<file path="src/rtl/mem_port_arbiter_if.sv">
// Handshake bundle between the pipeline requesters (IF, MEM), the arbiter and the memory wrapper.
// The arbiter connects through the slave modport; the pipeline/memory side uses master.
interface mem_port_arbiter_if #(
    parameter int unsigned ADDR_WIDTH = 32,
    parameter int unsigned DATA_WIDTH = 32
);
    localparam int unsigned MASK_WIDTH = DATA_WIDTH / 8;

    logic                  if_req_i;
    logic [ADDR_WIDTH-1:0] if_addr_i;
    logic [DATA_WIDTH-1:0] if_rdata_o;
    logic                  if_ack_o;

    logic                  mem_req_i;
    logic                  mem_we_i;
    logic [ADDR_WIDTH-1:0] mem_addr_i;
    logic [DATA_WIDTH-1:0] mem_wdata_i;
    logic [MASK_WIDTH-1:0] mem_wmask_i;
    logic [DATA_WIDTH-1:0] mem_rdata_o;
    logic                  mem_ack_o;

    logic                  ram_valid_o;
    logic                  ram_ready_i;
    logic                  ram_we_o;
    logic [ADDR_WIDTH-1:0] ram_addr_o;
    logic [DATA_WIDTH-1:0] ram_wdata_o;
    logic [MASK_WIDTH-1:0] ram_wmask_o;
    logic                  ram_rvalid_i;
    logic [DATA_WIDTH-1:0] ram_rdata_i;

    logic                  busy_o;
    logic                  owner_o;
    logic                  err_o;

    modport slave (
        input  if_req_i, if_addr_i,
        output if_rdata_o, if_ack_o,
        input  mem_req_i, mem_we_i, mem_addr_i, mem_wdata_i, mem_wmask_i,
        output mem_rdata_o, mem_ack_o,
        output ram_valid_o, ram_we_o, ram_addr_o, ram_wdata_o, ram_wmask_o,
        input  ram_ready_i, ram_rvalid_i, ram_rdata_i,
        output busy_o, owner_o, err_o
    );

    modport master (
        output if_req_i, if_addr_i,
        input  if_rdata_o, if_ack_o,
        output mem_req_i, mem_we_i, mem_addr_i, mem_wdata_i, mem_wmask_i,
        input  mem_rdata_o, mem_ack_o,
        input  ram_valid_o, ram_we_o, ram_addr_o, ram_wdata_o, ram_wmask_o,
        output ram_ready_i, ram_rvalid_i, ram_rdata_i,
        input  busy_o, owner_o, err_o
    );
endinterface

</file>
<file path="src/rtl/mem_port_arbiter.sv">
// Single-outstanding arbiter sharing one memory port between IF and MEM, MEM-priority with streak cap.
// Optional watchdog enabled by defining ARB_TIMEOUT_EN.
module mem_port_arbiter #(
    parameter int unsigned ADDR_WIDTH     = 32,
    parameter int unsigned DATA_WIDTH     = 32,
    parameter int unsigned MAX_MEM_STREAK = 4,
    parameter int unsigned TIMEOUT_CYCLES = 64
) (
    input  logic              clk,
    input  logic              rst,
    mem_port_arbiter_if.slave bus
);
    localparam int unsigned MASK_WIDTH = DATA_WIDTH / 8;

    if (MAX_MEM_STREAK < 1 || MAX_MEM_STREAK > 15 || TIMEOUT_CYCLES < 1 || (DATA_WIDTH % 8) != 0) begin : g_param_check
        $error("mem_port_arbiter: parameter out of range");
    end

    typedef enum logic [1:0] {ST_IDLE, ST_REQ, ST_WAIT, ST_RESP} state_t;

    state_t                state;
    logic [3:0]            streak;
    logic                  owner;
    logic                  busy;
    logic                  ram_valid;
    logic                  ram_we;
    logic [ADDR_WIDTH-1:0] ram_addr;
    logic [DATA_WIDTH-1:0] ram_wdata;
    logic [MASK_WIDTH-1:0] ram_wmask;
    logic [DATA_WIDTH-1:0] if_rdata;
    logic [DATA_WIDTH-1:0] mem_rdata;
    logic                  if_ack;
    logic                  mem_ack;

    logic                  grant_mem;
    logic                  rsp_done;
    logic [DATA_WIDTH-1:0] rsp_data;

    // MEM wins ties until it has taken MAX_MEM_STREAK grants in a row
    assign grant_mem = bus.mem_req_i && (!bus.if_req_i || streak != 4'(MAX_MEM_STREAK));

`ifdef ARB_TIMEOUT_EN
    localparam int unsigned TO_WIDTH = $clog2(TIMEOUT_CYCLES + 1);

    logic [TO_WIDTH-1:0] to_cnt;
    logic                err;
    logic                timed_out;

    assign timed_out = (to_cnt >= TO_WIDTH'(TIMEOUT_CYCLES - 1)) &&
                       ((state == ST_REQ && !bus.ram_ready_i) || (state == ST_WAIT && !bus.ram_rvalid_i));

    always_comb begin
        rsp_done = ((state == ST_WAIT) && bus.ram_rvalid_i) || timed_out;
        rsp_data = timed_out ? '0 : bus.ram_rdata_i;
    end
`else
    always_comb begin
        rsp_done = (state == ST_WAIT) && bus.ram_rvalid_i;
        rsp_data = bus.ram_rdata_i;
    end
`endif

    always_ff @(posedge clk or posedge rst) begin
        if (rst) begin
            state     <= ST_IDLE;
            streak    <= '0;
            owner     <= 1'b0;
            busy      <= 1'b0;
            ram_valid <= 1'b0;
            ram_we    <= 1'b0;
            ram_addr  <= '0;
            ram_wdata <= '0;
            ram_wmask <= '0;
            if_rdata  <= '0;
            mem_rdata <= '0;
            if_ack    <= 1'b0;
            mem_ack   <= 1'b0;
`ifdef ARB_TIMEOUT_EN
            to_cnt    <= '0;
            err       <= 1'b0;
`endif
        end else begin
            if_ack  <= 1'b0;
            mem_ack <= 1'b0;
`ifdef ARB_TIMEOUT_EN
            err <= timed_out;
            if (state == ST_REQ || state == ST_WAIT) to_cnt <= to_cnt + 1'b1;
            else                                     to_cnt <= '0;
`endif
            case (state)
                ST_IDLE: begin
                    if (bus.mem_req_i || bus.if_req_i) begin
                        state     <= ST_REQ;
                        busy      <= 1'b1;
                        ram_valid <= 1'b1;
                        owner     <= grant_mem;
                        if (grant_mem) begin
                            ram_we    <= bus.mem_we_i;
                            ram_addr  <= bus.mem_addr_i;
                            ram_wdata <= bus.mem_wdata_i;
                            ram_wmask <= bus.mem_wmask_i;
                            if (streak != 4'(MAX_MEM_STREAK)) streak <= streak + 4'd1;
                        end else begin
                            ram_we    <= 1'b0;
                            ram_addr  <= bus.if_addr_i;
                            ram_wdata <= '0;
                            ram_wmask <= '0;
                            streak    <= '0;
                        end
                    end
                    if (!bus.mem_req_i) streak <= '0;
                end
                ST_REQ: begin
                    if (bus.ram_ready_i) begin
                        state     <= ST_WAIT;
                        ram_valid <= 1'b0;
                    end
                end
                ST_WAIT: ;
                ST_RESP: begin
                    state <= ST_IDLE;
                    busy  <= 1'b0;
                end
                default: state <= ST_IDLE;
            endcase
            // Response (or watchdog expiry) overrides the per-state update above
            if (rsp_done) begin
                state     <= ST_RESP;
                ram_valid <= 1'b0;
                if (owner) begin
                    mem_rdata <= rsp_data;
                    mem_ack   <= 1'b1;
                end else begin
                    if_rdata  <= rsp_data;
                    if_ack    <= 1'b1;
                end
            end
        end
    end

    assign bus.if_rdata_o  = if_rdata;
    assign bus.if_ack_o    = if_ack;
    assign bus.mem_rdata_o = mem_rdata;
    assign bus.mem_ack_o   = mem_ack;
    assign bus.ram_valid_o = ram_valid;
    assign bus.ram_we_o    = ram_we;
    assign bus.ram_addr_o  = ram_addr;
    assign bus.ram_wdata_o = ram_wdata;
    assign bus.ram_wmask_o = ram_wmask;
    assign bus.busy_o      = busy;
    assign bus.owner_o     = owner;
`ifdef ARB_TIMEOUT_EN
    assign bus.err_o       = err;
`else
    assign bus.err_o       = 1'b0;
`endif
endmodule

</file>
<file path="src/flat_wrapper.sv">
// flat-port wrapper written by rule: the top's interface ports become plain ports
module mem_port_arbiter_flat 
#(
    parameter int unsigned ADDR_WIDTH     = 32,
    parameter int unsigned DATA_WIDTH     = 32,
    parameter int unsigned MAX_MEM_STREAK = 4,
    parameter int unsigned TIMEOUT_CYCLES = 64
)
  (clk, rst, bus_if_req_i, bus_if_addr_i, bus_if_rdata_o, bus_if_ack_o, bus_mem_req_i, bus_mem_we_i, bus_mem_addr_i, bus_mem_wdata_i, bus_mem_wmask_i, bus_mem_rdata_o, bus_mem_ack_o, bus_ram_valid_o, bus_ram_we_o, bus_ram_addr_o, bus_ram_wdata_o, bus_ram_wmask_o, bus_ram_ready_i, bus_ram_rvalid_i, bus_ram_rdata_i, bus_busy_o, bus_owner_o, bus_err_o);
  mem_port_arbiter_if #(.ADDR_WIDTH(ADDR_WIDTH), .DATA_WIDTH(DATA_WIDTH)) bus_i ();
  input  logic clk;
  input  logic rst;
  input wire logic [$bits(bus_i.if_req_i)-1:0] bus_if_req_i;
  input wire logic [$bits(bus_i.if_addr_i)-1:0] bus_if_addr_i;
  output wire logic [$bits(bus_i.if_rdata_o)-1:0] bus_if_rdata_o;
  output wire logic [$bits(bus_i.if_ack_o)-1:0] bus_if_ack_o;
  input wire logic [$bits(bus_i.mem_req_i)-1:0] bus_mem_req_i;
  input wire logic [$bits(bus_i.mem_we_i)-1:0] bus_mem_we_i;
  input wire logic [$bits(bus_i.mem_addr_i)-1:0] bus_mem_addr_i;
  input wire logic [$bits(bus_i.mem_wdata_i)-1:0] bus_mem_wdata_i;
  input wire logic [$bits(bus_i.mem_wmask_i)-1:0] bus_mem_wmask_i;
  output wire logic [$bits(bus_i.mem_rdata_o)-1:0] bus_mem_rdata_o;
  output wire logic [$bits(bus_i.mem_ack_o)-1:0] bus_mem_ack_o;
  output wire logic [$bits(bus_i.ram_valid_o)-1:0] bus_ram_valid_o;
  output wire logic [$bits(bus_i.ram_we_o)-1:0] bus_ram_we_o;
  output wire logic [$bits(bus_i.ram_addr_o)-1:0] bus_ram_addr_o;
  output wire logic [$bits(bus_i.ram_wdata_o)-1:0] bus_ram_wdata_o;
  output wire logic [$bits(bus_i.ram_wmask_o)-1:0] bus_ram_wmask_o;
  input wire logic [$bits(bus_i.ram_ready_i)-1:0] bus_ram_ready_i;
  input wire logic [$bits(bus_i.ram_rvalid_i)-1:0] bus_ram_rvalid_i;
  input wire logic [$bits(bus_i.ram_rdata_i)-1:0] bus_ram_rdata_i;
  output wire logic [$bits(bus_i.busy_o)-1:0] bus_busy_o;
  output wire logic [$bits(bus_i.owner_o)-1:0] bus_owner_o;
  output wire logic [$bits(bus_i.err_o)-1:0] bus_err_o;
  assign bus_i.if_req_i = bus_if_req_i;
  assign bus_i.if_addr_i = bus_if_addr_i;
  assign bus_if_rdata_o = bus_i.if_rdata_o;
  assign bus_if_ack_o = bus_i.if_ack_o;
  assign bus_i.mem_req_i = bus_mem_req_i;
  assign bus_i.mem_we_i = bus_mem_we_i;
  assign bus_i.mem_addr_i = bus_mem_addr_i;
  assign bus_i.mem_wdata_i = bus_mem_wdata_i;
  assign bus_i.mem_wmask_i = bus_mem_wmask_i;
  assign bus_mem_rdata_o = bus_i.mem_rdata_o;
  assign bus_mem_ack_o = bus_i.mem_ack_o;
  assign bus_ram_valid_o = bus_i.ram_valid_o;
  assign bus_ram_we_o = bus_i.ram_we_o;
  assign bus_ram_addr_o = bus_i.ram_addr_o;
  assign bus_ram_wdata_o = bus_i.ram_wdata_o;
  assign bus_ram_wmask_o = bus_i.ram_wmask_o;
  assign bus_i.ram_ready_i = bus_ram_ready_i;
  assign bus_i.ram_rvalid_i = bus_ram_rvalid_i;
  assign bus_i.ram_rdata_i = bus_ram_rdata_i;
  assign bus_busy_o = bus_i.busy_o;
  assign bus_owner_o = bus_i.owner_o;
  assign bus_err_o = bus_i.err_o;
  mem_port_arbiter #(.ADDR_WIDTH(ADDR_WIDTH), .DATA_WIDTH(DATA_WIDTH), .MAX_MEM_STREAK(MAX_MEM_STREAK), .TIMEOUT_CYCLES(TIMEOUT_CYCLES)) u_core (.clk(clk), .rst(rst), .bus(bus_i));
endmodule
</file>
<file path="config.mk">
export PLATFORM = sky130hd
export DESIGN_NAME = mem_port_arbiter_flat
export DESIGN_NICKNAME = d
export VERILOG_FILES = /design/src/rtl/mem_port_arbiter_if.sv /design/src/rtl/mem_port_arbiter.sv /design/src/flat_wrapper.sv
export SDC_FILE = /design/constraint.sdc
export NUM_CORES = 1
export LEC_CHECK = 0
export CORE_UTILIZATION = 45
export DETAILED_ROUTE_END_ITERATION = 8
export PLACE_DENSITY_LB_ADDON = 0.3
export SKIP_LAST_GASP = 1
export SLEW_MARGIN = 20
export SYNTH_ARGS = -nofsm -noshare
export SYNTH_HDL_FRONTEND = slang
export SYNTH_SLANG_ARGS = --single-unit
</file>
<file path="constraint.sdc">
create_clock -name clk -period 9.5 [get_ports clk]
set_clock_uncertainty 0.15 [all_clocks]
set_input_delay 2.85 -clock clk [delete_from_list [all_inputs] [get_ports clk]]
set_output_delay 2.85 -clock clk [all_outputs]
set_load 0.05 [all_outputs]
</file>
== Yosys cells after proc, flatten, opt, wreduce, memory -nomap -nowiden ==
Cells that the tools add are included.

* Word-level logic and storage cells: 61
* Register bits after elaboration: 144
* Output and inout bits: 139
* Bits of input ports: 139

* Reduce and logical (&&, ||, !) cells: 16
* Equality and inequality tests: 9
* Mux-type cells: 21
* Add/sub/neg operators: 1
* Bitwise operators: 1

{| class="wikitable"
|+ Operator list
! operator !! number
|-
| $mux W32 || 2
|-
| $mux W4 || 5
|-
| $reduce_and A3 Y1 || 3
|-
| $mux W1 || 8
|-
| $reduce_and A2 Y1 || 4
|-
| $mux W2 || 3
|-
| $pmux W2 S3 || 1
|-
| $add A4 B1 Y4 const B || 1
|-
| $eq A2 B2 Y1 const B || 2
|-
| $ne A2 B1 Y1 const B || 2
|-
| $ne A4 B3 Y1 const B || 1
|-
| $pmux W1 S2 || 2
|-
| $reduce_bool A4 Y1 || 1
|-
| $ne A3 B1 Y1 const B || 1
|-
| $ne A3 B2 Y1 const B || 1
|-
| $ne A3 B3 Y1 const B || 1
|-
| $reduce_bool A3 Y1 || 1
|-
| $eq A2 B1 Y1 const B || 1
|-
| $logic_and A1 B1 Y1 || 2
|-
| $logic_not A2 Y1 || 1
|-
| $logic_or A1 B1 Y1 || 2
|-
| $reduce_bool A2 Y1 || 1
|-
| $logic_not A1 Y1 || 1
|-
| $not A1 Y1 || 1
|}

== Longest topological paths before layout ==
* Depth after elaboration: 6
* Depth in mapped cells: 7
* Gate-level depth less buffers: 5

== Least setup slack after synthesis ==
No wires, ideal clock.

* Path kind: input-to-reg
* Start: in bus_mem_req_i
* End: reg u_core.ram_addr[10], in the netlist u_core.bus.ram_addr_o[10]
* Data required time: 9.269 ns
* Path buffers: 4
* Setup time: 0.081 ns
* Stages on the path: 7
* Slack: 5.444 ns
* Arrival time: 3.824 ns
* Cell sequence: buf_6 -> or2_1 -> buf_6 -> and2_1 -> buf_6 -> buf_6 -> a31oi_2

* Word-level cells in the longest chain between the ends: 2
* Elaborated cells between the ends (all ways): 4
* Those cells by class: 1 x mux; 3 x reduce/logical

{| class="wikitable"
|+ Ends and longest elaborated chain
! element !! RTL line !! source
|-
| from (decl) || flat_wrapper.sv:17 || <nowiki>input wire logic [$bits(bus_i.mem_req_i)-1:0] bus_mem_req_i;</nowiki>
|-
| $logic_and A1 B1 Y1 or $logic_or A1 B1 Y1 (tied branches) || mem_port_arbiter.sv:40, mem_port_arbiter.sv:92 ||
|-
| $mux W32 or $reduce_and A2 Y1 (tied branches) || n/a ||
|-
| to (signal assigned) || mem_port_arbiter.sv:99 || <nowiki>ram_addr <= bus.mem_addr_i;</nowiki>
|-
| to (signal assigned) || mem_port_arbiter.sv:105 || <nowiki>ram_addr <= bus.if_addr_i;</nowiki>
|-
| to (decl) || mem_port_arbiter.sv:27 || <nowiki>logic [ADDR_WIDTH-1:0] ram_addr;</nowiki>
|}

Several ways; a longest one is shown, not always the timed one.
A chain may end at the register's enable or synchronous reset.

== Worst setup path in the final report ==
* Start: in bus_mem_req_i
* End: reg u_core.ram_addr[18], in the netlist u_core.bus.ram_addr_o[18]

Same word-level chain as after synthesis.

==> results <==
- The final estimated routing congestion in global placement is 0.799.
- The number of different library cells used by synthesis comes to 35.
- The tree is rooted in a sky130_fd_sc_hd__clkbuf_16.
- The largest family of logic cells by synthesized area is compound AO/OA/AOI/OAI gates.
- The clock drives 144 sinks.
- The post-synthesis share of cell area spent on xor and xnor gates is 0.
- In this run the worst path has a maximum fanout of 37.
- The maximum operating frequency is 0.190 GHz.
- After clock tree synthesis, the clock-pin slew on the worst setup and hold paths is 60 ps.
- The proportion of layout cells with a drive suffix above 1 is 0.101.
- For this run, design rule violations remaining after detail routing come to 0.
- The placed wire-length estimate is 11,300 um.
- The arrival time of data at the critical path endpoint is 5340 ps.
- Dividing total power by cell area gives a power density of 425 nW/um^2.
- Pin placement for this block handled 278 I/O pins.
- Of the total synthesized cell area, the portion taken by AND, OR, NAND and NOR gates is 0.0462.
- The worst setup path is launched from an input port.
- The worst pin sits at a relative slew slack of 0.329.
- The post-cts resize count is 0.
- The maximum ir drop on the vdd rail is 0.202 mV.
- The max-cap check violation count is 0.
- The clock tree from TritonCTS is done.
- The number of global-route vias before repair was 4,965.
- The worst hold path class is flip-flop to flip-flop.
- The gate count after technology mapping is 461.
- The count of endpoints failing hold in the final timing report is 0.
- The remaining global-route overflow is 0.
- Before antenna repair, the detailed router went through 4 iterations.
- The net count of the mapped netlist is 602.
- In the synthesized netlist the dominant register cell turns out to be sky130_fd_sc_hd__dfrtp_1.
- The slew at the pin with the worst max-slew slack is 1000 ps.
- After synthesis the cells add up to 6070 sq um.
- The average cell area after synthesis is 13.2 sq um.
- In the final routed layout, each cell accounts on average for 17.7 um.
- The synthesized-area fraction occupied by ao, oa, aoi and oai cells is 0.188.
- The floorplan step set the die height to 118 um.
- Of all flip-flops after synthesis, the portion carrying an async set or reset was 1.00.
- The analysis attributes to cell leakage a power of 0.00391 uW.
- The wire length of the first global-routing pass is 26,000 um.
- Relative to the synthesized area, the layout overhead comes to 55.2%.
- The number of filler instances in the final layout is 892.
- In this run, synthesis produced a sequential element count of 144.
- Setup repair after global routing left no endpoint under its margin.
- Buffers placed on the I/O ports in this run total 276.
- The via total after detailed routing is 4,854.
- The number of antenna violations at the first check in global routing was 0.
- The number of inserted diodes is 0.
- At the end of the flow, the number of nets in the layout was 860.
- In the routed layout, each cell is associated on average with a via count of 5.35.
- The max-slew violation count was 0.
- STA classifies the critical path endpoint as a flip-flop.
- The post-synthesis share of cell area spent on full adders, half adders and majority gates is 0.00412.
- Counting tap cells, the placed design contains a total of 876 instances.
- The buffer count from post-CTS setup fixing is 0.
- The area of the core region is 13,200 sq um.
- The proportion of synthesized chip area in sequential cells is 0.594.
- The maximum clock insertion buffer count is 2.
- Yosys printed 0 warnings.
- The run finished with clean final reports.
- The number of CTS-inserted buffers is 17.
- The starting utilization of the core area is 0.460.
- The routed design has 16,100 um of wire.
- The largest net degree at the start of global routing is 78.
- Counting flops with a built-in enable in the synthesized netlist gives 0.
- The number of placement rows is 42.
- The required time of the critical path is 9590 ps.
- The die area is 14,000 sq um.
- The final non-filler cell total is 907.
- Of the available clock period, the critical path in the final layout requires 0.553.
- For the final routed database, the setup TNS stands at 0 ps.
- The detailed router's first-iteration violation count is 199.
- The die is 118 um wide.
- The multiplexer share of the synthesized area is 0.120.
- The hold buffer count at CTS is 0.
- The shortest clock period the worst path allows after layout is 5250 ps.
- The count of nets left with antenna violations once routing finished came out at 0.
- The kind of critical path is input port to flip-flop.
- The number of H-tree levels is 4.
- At the later pin of the worst-skew pair, clock insertion delay measures 400 ps.
- In the global route stage, overall resource usage came out at 0.239.
- The final setup violation count is 0.
-- state kept, by name, indices dropped and copies added, names as in the netlist --
register,flops
u_core.bus.busy_o,1
u_core.bus.if_ack_o,1
u_core.bus.if_rdata_o,32
u_core.bus.mem_ack_o,1
u_core.bus.mem_rdata_o,32
u_core.bus.owner_o,1
u_core.bus.ram_addr_o,32
u_core.bus.ram_valid_o,1
u_core.bus.ram_wdata_o,32
u_core.bus.ram_we_o,1
u_core.bus.ram_wmask_o,4
u_core.state,2
u_core.streak,4
-- kinds of logic after synthesis --
kind of cell / after synthesis
muxes: 65
DFF: 144
AOI/OAI and AO/OA: 149
other: 1
adders and majority gates: 2
and+or+nand+nor: 50
buffers and inverters: 50
-- cell type report --
type / instances / area [sq um] / share of cell area
Clock buffer: 18 / 439 / 0.0466
Clock inverter: 13 / 138 / 0.0146
Inverter: 9 / 38.8 / 0.00412
Multi-Input combinational cell: 267 / 2190 / 0.232
Sequential cell: 144 / 3600 / 0.382
Tap cell: 176 / 220 / 0.0234
Timing Repair Buffer: 280 / 2790 / 0.296
-- layout by cell type, fill, tap and decap left out, types with 7 or more instances in the layout --
master / count
sky130_fd_sc_hd__a21oi_1: 35
sky130_fd_sc_hd__a22o_1: 37
sky130_fd_sc_hd__a31oi_2: 30
sky130_fd_sc_hd__clkbuf_16: 17
sky130_fd_sc_hd__clkdlybuf4s50_1: 276
sky130_fd_sc_hd__dfrtp_1: 144
sky130_fd_sc_hd__inv_1: 7
sky130_fd_sc_hd__mux2_1: 64
sky130_fd_sc_hd__nand3_1: 36
sky130_fd_sc_hd__o21ai_0: 37
-- cells in the mapped netlist (2+ instances only) --
cell type                   number  area, sq um
sky130_fd_sc_hd__a21oi_1        35          175
sky130_fd_sc_hd__buf_4           8         60.1
sky130_fd_sc_hd__mux2_1         64          721
sky130_fd_sc_hd__ha_1            2         25.0
sky130_fd_sc_hd__a31oi_1         2         12.5
sky130_fd_sc_hd__nand2_1         2         7.51
sky130_fd_sc_hd__nand3b_1        2         15.0
sky130_fd_sc_hd__o21ai_0        37          185
sky130_fd_sc_hd__buf_2           7         35.0
sky130_fd_sc_hd__buf_6           8         90.1
sky130_fd_sc_hd__o2bb2ai_1       2         17.5
sky130_fd_sc_hd__a31oi_2        30          375
sky130_fd_sc_hd__inv_1           8         30.0
sky130_fd_sc_hd__dfrtp_1       144         3600
sky130_fd_sc_hd__a22o_1         37          324
sky130_fd_sc_hd__nor2_2          2         12.5
sky130_fd_sc_hd__clkbuf_1       18         67.6
sky130_fd_sc_hd__nand3_1        36          180
-- power breakdown --
part	total, uW	internal [uW]	switching, uW
logic	2250	781	1470
clock network	647	392	254
registers	1110	920	187
-- path summary, 6_finish.rpt --
| check | startpoint | endpoint | slack, ps | cells after the start |
|---|---|---|---|---|
| hold / removal | u_core.bus.if_rdata_o[19]$_DFFE_PP0P_ | u_core.bus.if_rdata_o[19]$_DFFE_PP0P_ | 330 | 1 |
| setup / recovery | bus_mem_req_i | u_core.bus.ram_addr_o[18]$_DFFE_PP0P_ | 4250 | 5 |
| setup reg to reg | u_core.streak[0]$_DFFE_PP0P_ | u_core.bus.ram_wdata_o[12]$_DFFE_PP0P_ | 6840 | 5 |
| hold reg to reg | u_core.bus.if_rdata_o[19]$_DFFE_PP0P_ | u_core.bus.if_rdata_o[19]$_DFFE_PP0P_ | 330 | 1 |
| max in group asynchronous | rst | u_core.bus.ram_wdata_o[29]$_DFFE_PP0P_ | 5050 | 3 |
| min in group asynchronous | rst | u_core.bus.if_rdata_o[8]$_DFFE_PP0P_ | 2740 | 2 |
-- metrics by stage --
| stage | power (uW) | cell area [sq um] | setup WS [ps] | hold slack [ps] | util |
|---|---|---|---|---|---|
| 2_1_floorplan | 2610 | 6070 | 2630 | 354 | - |
| 3_3_place_gp | 3320 | 8840 | 3180 | 316 | 0.670 |
| 3_5_place_dp | 3380 | 8840 | 3050 | 324 | 0.670 |
| 4_1_cts | 4040 | 9420 | 3460 | 337 | 0.714 |
| 5_1_grt | 4170 | 9420 | 4030 | 347 | 0.714 |
| 6_report | 4010 | 9420 | 4250 | 333 | 0.714 |
-- critical path, cell delays in order --
cell	delay [ps]
sky130_fd_sc_hd__clkdlybuf4s50_1	450
sky130_fd_sc_hd__buf_4	350
sky130_fd_sc_hd__or2_2	630
sky130_fd_sc_hd__and2_2	860
sky130_fd_sc_hd__a31oi_2	180
-- per-layer routing --
metal / share of wire / global-route usage / up-vias
li1: - / - / 2220
met1: 0.42 / 0.300 / 2397
met2: 0.49 / 0.394 / 209
met3: 0.066 / 0.0637 / 28
met4: 0.022 / 0.0889 / 0
met5: 0 / 0 / -
Note: power is estimated with default switching activity, not from simulation.
